--- src/rtl/lstm_ram_pkg.sv ---
// Shared definitions for the LSTM state RAM: clear-sequencer states and
// the width helper used to size address and channel fields.
package lstm_ram_pkg;

  typedef enum logic {
    IDLE  = 1'b0,
    CLEAR = 1'b1
  } clr_state_e;

  // Bits needed to index n entries, never less than one so that a
  // single-entry dimension still gets a real port.
  function automatic int min1_clog2(input int n);
    int w;
    w = $clog2(n);
    return (w < 1) ? 1 : w;
  endfunction

endpackage

--- src/rtl/lstm_ram_clr_seq.sv ---
// Clear sequencer: walks every address once, raising clr_we so the
// storage writes INIT_DATA into all channels at clr_addr each cycle.
module lstm_ram_clr_seq
  import lstm_ram_pkg::*;
#(
  parameter int DEPTH  = 16,
  parameter int ADDR_W = min1_clog2(DEPTH)
) (
  input  logic              clk,
  input  logic              rst,
  input  logic              clr_start,
  output logic              busy,
  output logic              clr_done,
  output logic [ADDR_W-1:0] clr_addr,
  output logic              clr_we
);

  localparam logic [ADDR_W-1:0] LAST_ADDR = ADDR_W'(DEPTH - 1);

  clr_state_e        state;
  logic [ADDR_W-1:0] cnt;

  // Clear FSM: a start in IDLE arms the walk; the last address write
  // drops busy and fires a single clr_done. Starts while busy are ignored.
  always_ff @(posedge clk or posedge rst) begin
    if (rst) begin
      state    <= IDLE;
      cnt      <= '0;
      busy     <= 1'b0;
      clr_done <= 1'b0;
    end else begin
      clr_done <= 1'b0;
      case (state)
        IDLE: begin
          if (clr_start) begin
            state <= CLEAR;
            cnt   <= '0;
            busy  <= 1'b1;
          end
        end
        CLEAR: begin
          if (cnt == LAST_ADDR) begin
            state    <= IDLE;
            cnt      <= '0;
            busy     <= 1'b0;
            clr_done <= 1'b1;
          end else begin
            cnt <= cnt + ADDR_W'(1);
          end
        end
        default: begin
          state <= IDLE;
          cnt   <= '0;
          busy  <= 1'b0;
        end
      endcase
    end
  end

  assign clr_addr = cnt;
  assign clr_we   = (state == CLEAR);

endmodule

--- src/rtl/lstm_state_ram.sv ---
// Multi-channel LSTM state storage with one write port, one registered
// read port (write-first on collision) and a background clear walker.
module lstm_state_ram
  import lstm_ram_pkg::*;
#(
  parameter int                DATA_W    = 16,
  parameter int                DEPTH     = 16,
  parameter int                CHANNELS  = 4,
  parameter logic [DATA_W-1:0] INIT_DATA = '0,
  localparam int               ADDR_W    = min1_clog2(DEPTH),
  localparam int               CH_W      = min1_clog2(CHANNELS)
) (
  input  logic              clk,
  input  logic              rst,
  input  logic              cs,
  input  logic              wr_en,
  input  logic [CH_W-1:0]   wr_ch,
  input  logic [ADDR_W-1:0] wr_addr,
  input  logic [DATA_W-1:0] wr_data,
  input  logic              rd_en,
  input  logic [CH_W-1:0]   rd_ch,
  input  logic [ADDR_W-1:0] rd_addr,
  output logic [DATA_W-1:0] rd_data,
  output logic              rd_valid,
  output logic              rd_err,
  input  logic              clr_start,
  output logic              busy,
  output logic              clr_done
);

  logic [DATA_W-1:0] mem [CHANNELS][DEPTH];

  logic              clr_we;
  logic [ADDR_W-1:0] clr_addr;

  logic              user_ok;
  logic              wr_in_rng;
  logic              wr_acc;
  logic              rd_oor;
  logic              rd_acc;
  logic              rd_byp;
  logic [DATA_W-1:0] rd_word;

  logic [DATA_W-1:0] rd_data_p1;
  logic              vld_p1;
  logic              rd_err_p1;

  lstm_ram_clr_seq #(
    .DEPTH  (DEPTH),
    .ADDR_W (ADDR_W)
  ) u_clr_seq (
    .clk       (clk),
    .rst       (rst),
    .clr_start (clr_start),
    .busy      (busy),
    .clr_done  (clr_done),
    .clr_addr  (clr_addr),
    .clr_we    (clr_we)
  );

  // User traffic is locked out while clearing and on the cycle a clear
  // is requested; cs gates only user traffic, never the clear walker.
  assign user_ok   = cs && !busy && !clr_start;
  assign wr_in_rng = (int'(wr_ch) < CHANNELS) && (int'(wr_addr) < DEPTH);
  assign wr_acc    = user_ok && wr_en && wr_in_rng;
  assign rd_oor    = (int'(rd_ch) >= CHANNELS) || (int'(rd_addr) >= DEPTH);
  assign rd_acc    = user_ok && rd_en;
  assign rd_byp    = wr_acc && (wr_ch == rd_ch) && (wr_addr == rd_addr);

  // Read word selection: out-of-range returns zero, a same-cycle write to
  // the same word is forwarded so the reader sees the new value.
  always_comb begin
    rd_word = '0;
    if (!rd_oor) begin
      if (rd_byp) begin
        rd_word = wr_data;
      end else begin
        rd_word = mem[rd_ch][rd_addr];
      end
    end
  end

  // Storage: reset and clear load INIT_DATA; clear wins over user writes.
  always_ff @(posedge clk or posedge rst) begin
    if (rst) begin
      for (int c = 0; c < CHANNELS; c++) begin
        for (int a = 0; a < DEPTH; a++) begin
          mem[c][a] <= INIT_DATA;
        end
      end
    end else if (clr_we) begin
      for (int c = 0; c < CHANNELS; c++) begin
        mem[c][clr_addr] <= INIT_DATA;
      end
    end else if (wr_acc) begin
      mem[wr_ch][wr_addr] <= wr_data;
    end
  end

  // ---- stage p1: registered read result ----
  // Read register: data holds between accepted reads, valid/err pulse.
  always_ff @(posedge clk or posedge rst) begin
    if (rst) begin
      rd_data_p1 <= '0;
      vld_p1     <= 1'b0;
      rd_err_p1  <= 1'b0;
    end else begin
      vld_p1    <= rd_acc;
      rd_err_p1 <= rd_acc && rd_oor;
      if (rd_acc) begin
        rd_data_p1 <= rd_word;
      end
    end
  end

  assign rd_data  = rd_data_p1;
  assign rd_valid = vld_p1;
  assign rd_err   = rd_err_p1;

endmodule

--- config.mk ---
export PLATFORM = sky130hd
export DESIGN_NAME = lstm_state_ram
export DESIGN_NICKNAME = d
export VERILOG_FILES = /design/src/rtl/lstm_ram_pkg.sv /design/src/rtl/lstm_ram_clr_seq.sv /design/src/rtl/lstm_state_ram.sv
export SDC_FILE = /design/constraint.sdc
export NUM_CORES = 2
export LEC_CHECK = 0
export ABC_AREA = 1
export BUFFER_PORTS_ARGS = -buffer_cell sky130_fd_sc_hd__buf_2
export CAP_MARGIN = 10
export CORE_MARGIN = 1.5
export CORE_UTILIZATION = 65
export CTS_BUF_LIST = sky130_fd_sc_hd__clkbuf_4
export CTS_CLUSTER_DIAMETER = 120
export DETAILED_ROUTE_END_ITERATION = 12
export PLACE_DENSITY = 0.82
export SYNTH_ARGS = -nofsm -noshare
export SYNTH_HDL_FRONTEND = slang
export SYNTH_SLANG_ARGS = --single-unit
--- constraint.sdc ---
create_clock -name clk -period 37.4 [get_ports clk]
set_clock_uncertainty 0.05 [all_clocks]
set_input_delay 1.87 -clock clk [delete_from_list [all_inputs] [get_ports clk]]
set_output_delay 1.87 -clock clk [all_outputs]
set_load 0.02 [all_outputs]
==> flow_summary.json <==
{
  "cpPeakStageDelay_ns": 0.90,
  "wl_mm": 158,
  "crit_path_end_kind": "flop",
  "setup_tns_ns": 0,
  "grt_pass1_vias": 44100,
  "port_buffers": 52,
  "start_util": 0.657,
  "synth_nets": 6232,
  "fin_crit_sh": 0.154,
  "wl_met3_mm": 21.1,
  "clk_latency_ns": 1.17,
  "layout_common_cells": "nand2_1, nand3_1, dfrtp_1",
  "grt.overflow.total": 0,
  "synth_cells": 6194,
  "ys_types": 35,
  "cts_sinks": 1048,
  "grt_max_degree": 202,
  "cp_num_buf_inv": 5,
  "cts_root_buf": "clkbuf_4",
  "final_common_cell": "nand2_1",
  "pin_count": 54,
  "viasPerCell": 6.48,
  "wl_met2_mm": 68.3,
  "power.switching_mw": 0.832,
  "drive_gt1_frac": 0.0998,
  "hold_class": "flop to flop",
  "dieWidth_um": 280,
  "yosys.area.top_type": "dfrtp_1",
  "power_switching_share": 0.324,
  "post_cts_resized": 0,
  "syn_area_sq_mm": 0.0500,
  "ir_drop_v": 0.0000424,
  "synth-seq-area-share": 0.525,
  "die_area_sq_mm": 0.0786,
  "critical_path.cell_chain": "buf_8 > inv_8 > buf_4 > buf_12 > buf_4 > nand2_1 > nand3_1 > nand3_1 > nand2_1 > nand2_1 > nand3_1 > nand3_1 > nand3_1 > nand2_1 > nand2_1",
  "setup_viol": 0,
  "vias": 46800,
  "crit_fanout": 201,
  "combinationalPowerShare": 0.163,
  "yosys_warnings": 0,
  "wl_per_cell_um": 21.8,
  "core-area_sq_mm": 0.0761,
  "wl_met1_mm": 59.4,
  "fin_nets": 6055,
  "grt_usage": 0.403,
  "avgSynthCellArea_sq_um": 8.07,
  "worstMarginPinSlew_ns": 1.26,
  "routed.top_layer": "met5",
  "clkPwrFrac": 0.381,
  "gp_congestion": 0.926,
  "grt_antenna_before_repair": 14,
  "clk_pin_slew_ns": 0.06,
  "synth_top_area_frac": 0.525,
  "cts_made_buffers": 287,
  "relSlewSlack": 0.152,
  "cts_tree": "done",
  "cp.arrival_ns": 6.80,
  "die_h_um": 280,
  "ctsHtreeMaxLevel": 5,
  "drv_slew": 0,
  "place_hpwl_mm": 85.3,
  "synthTopCellsByArea": "dfrtp_1, nand3_1, nand2_1",
  "leakagePower_nw": 23.9,
  "worstSetupPathType": "input pin to flop",
  "ctsHoldBuffers": 0,
  "area_delta_synth_final_pct": 6.28,
  "finalHoldViolations": 0,
  "power_density_mw_per_mm2": 48.3,
  "max_freq_ghz": 0.173,
  "postCtsSetupBuffers": 0,
  "ant_nets": 0,
  "drtPass1Iterations": 10,
  "power_mw": 2.56,
  "ys_seq_elements": 1048,
  "status": "finished clean",
  "min_period_ns": 5.77,
  "clk_path_buf_depth": 4,
  "worstPathRequired_ns": 38.43,
  "p_seq_frac": 0.456,
  "rows": 101,
  "drcViolationCount": 0,
  "rsz0062_at_grt": "false",
  "grt_pass1_wl_mm": 247,
  "start_kind": "input pin",
  "critPathSlowestCell": "buf_4",
  "cp_top_family": "buffers and inverters",
  "maxCapViolCount": 0,
  "intPower_mw": 1.73,
  "drt_iter0_markers": 6463
}
-- tightest hold or removal path: stages (launching register included) --
cell,delay (ns)
dfrtp_1,0.34
o21ai_1,0.06
o21ai_0,0.06
-- sequential cells by signal, summed over array words and instances (netlist names) --
name	count
mem	1024
u_clr_seq.clr_done	1
u_clr_seq.clr_we	1
rd_valid	1
u_clr_seq.clr_addr	4
rd_data	16
u_clr_seq.busy	1
-- per-layer routing --
metal	up-vias	GRT usage
met3	639	0.117
li1	20700	-
met1	22200	0.552
met5	-	0.00250
met2	3230	0.579
met4	14	0.222
-- kinds of logic (layout without fill, tap and decap cells) --
family                   Yosys count  count (layout)  synth area share
other                              1              13         0.0000750
flip-flops                      1048            1048             0.525
AO/OA/AOI/OAI                   1293            1293             0.140
XOR/XNOR                           3               3          0.000526
buffers and inverters            939             919            0.0748
adder cells (fa/ha/maj)            4               4           0.00100
AND/OR/NAND/NOR                 2906            2906             0.259
-- synth_stat cells (all sizes together) --
master,number
nand3,1397
nor4,8
o22ai,305
buf,174
dfrtp,1048
xor2,3
clkbuf,409
a31oi,4
o21ai,952
nand4,8
o31ai,1
inv,356
conb,1
nor3,16
ha,4
nor2,49
a21oi,31
nand2,1428
-- metrics by stage --
step	cell area, sq um	setup slack, ns	std cells	hold WS (ns)	util
2_1_floorplan	50000	5.98	6194	0.412	-
3_3_place_gp	49800	30.41	6755	0.424	0.654
3_5_place_dp	49800	30.39	6755	0.433	0.654
4_1_cts	53000	31.57	7201	0.447	0.697
5_1_grt	53100	30.94	7212	0.471	0.698
6_report	53100	31.63	7216	0.445	0.698
-- final cells by class --
type	instances	area (sq um)
sequential	1048	26200
fill	6172	23000
multi-input combinational	4207	20100
clock buffer	403	3030
inverter	356	1360
tap	1030	1290
timing repair buffer	117	850
clock inverter	43	246
antenna	12	30.0
-- worst paths after layout --
| kind | slack, ns | from | cells after the start | to |
|---|---|---|---|---|
| min in group asynchronous | 0.84 | rst | 2 | mem[722] |
| max | 31.63 | rd_ch[0] | 15 | rd_data[8] |
| min reg2reg | 0.44 | mem[1002] | 2 | mem[1002] |
| max reg2reg | 34.08 | u_clr_seq.clr_we | 3 | mem[99] |
| min | 0.44 | mem[1002] | 2 | mem[1002] |
| max in group asynchronous | 31.71 | rst | 7 | mem[357] |
-- power by group through the flow --
stage / Clock, mW / Combinational [mW] / Sequential [mW]
2_1_floorplan: 0 / 0.264 / 1.19
3_3_place_gp: 0 / 0.395 / 1.19
3_5_place_dp: 0 / 0.399 / 1.19
4_1_cts: 0.984 / 0.400 / 1.17
5_1_grt: 1.04 / 0.438 / 1.17
6_report: 0.976 / 0.419 / 1.17
(Power assumes the default switching activity.)
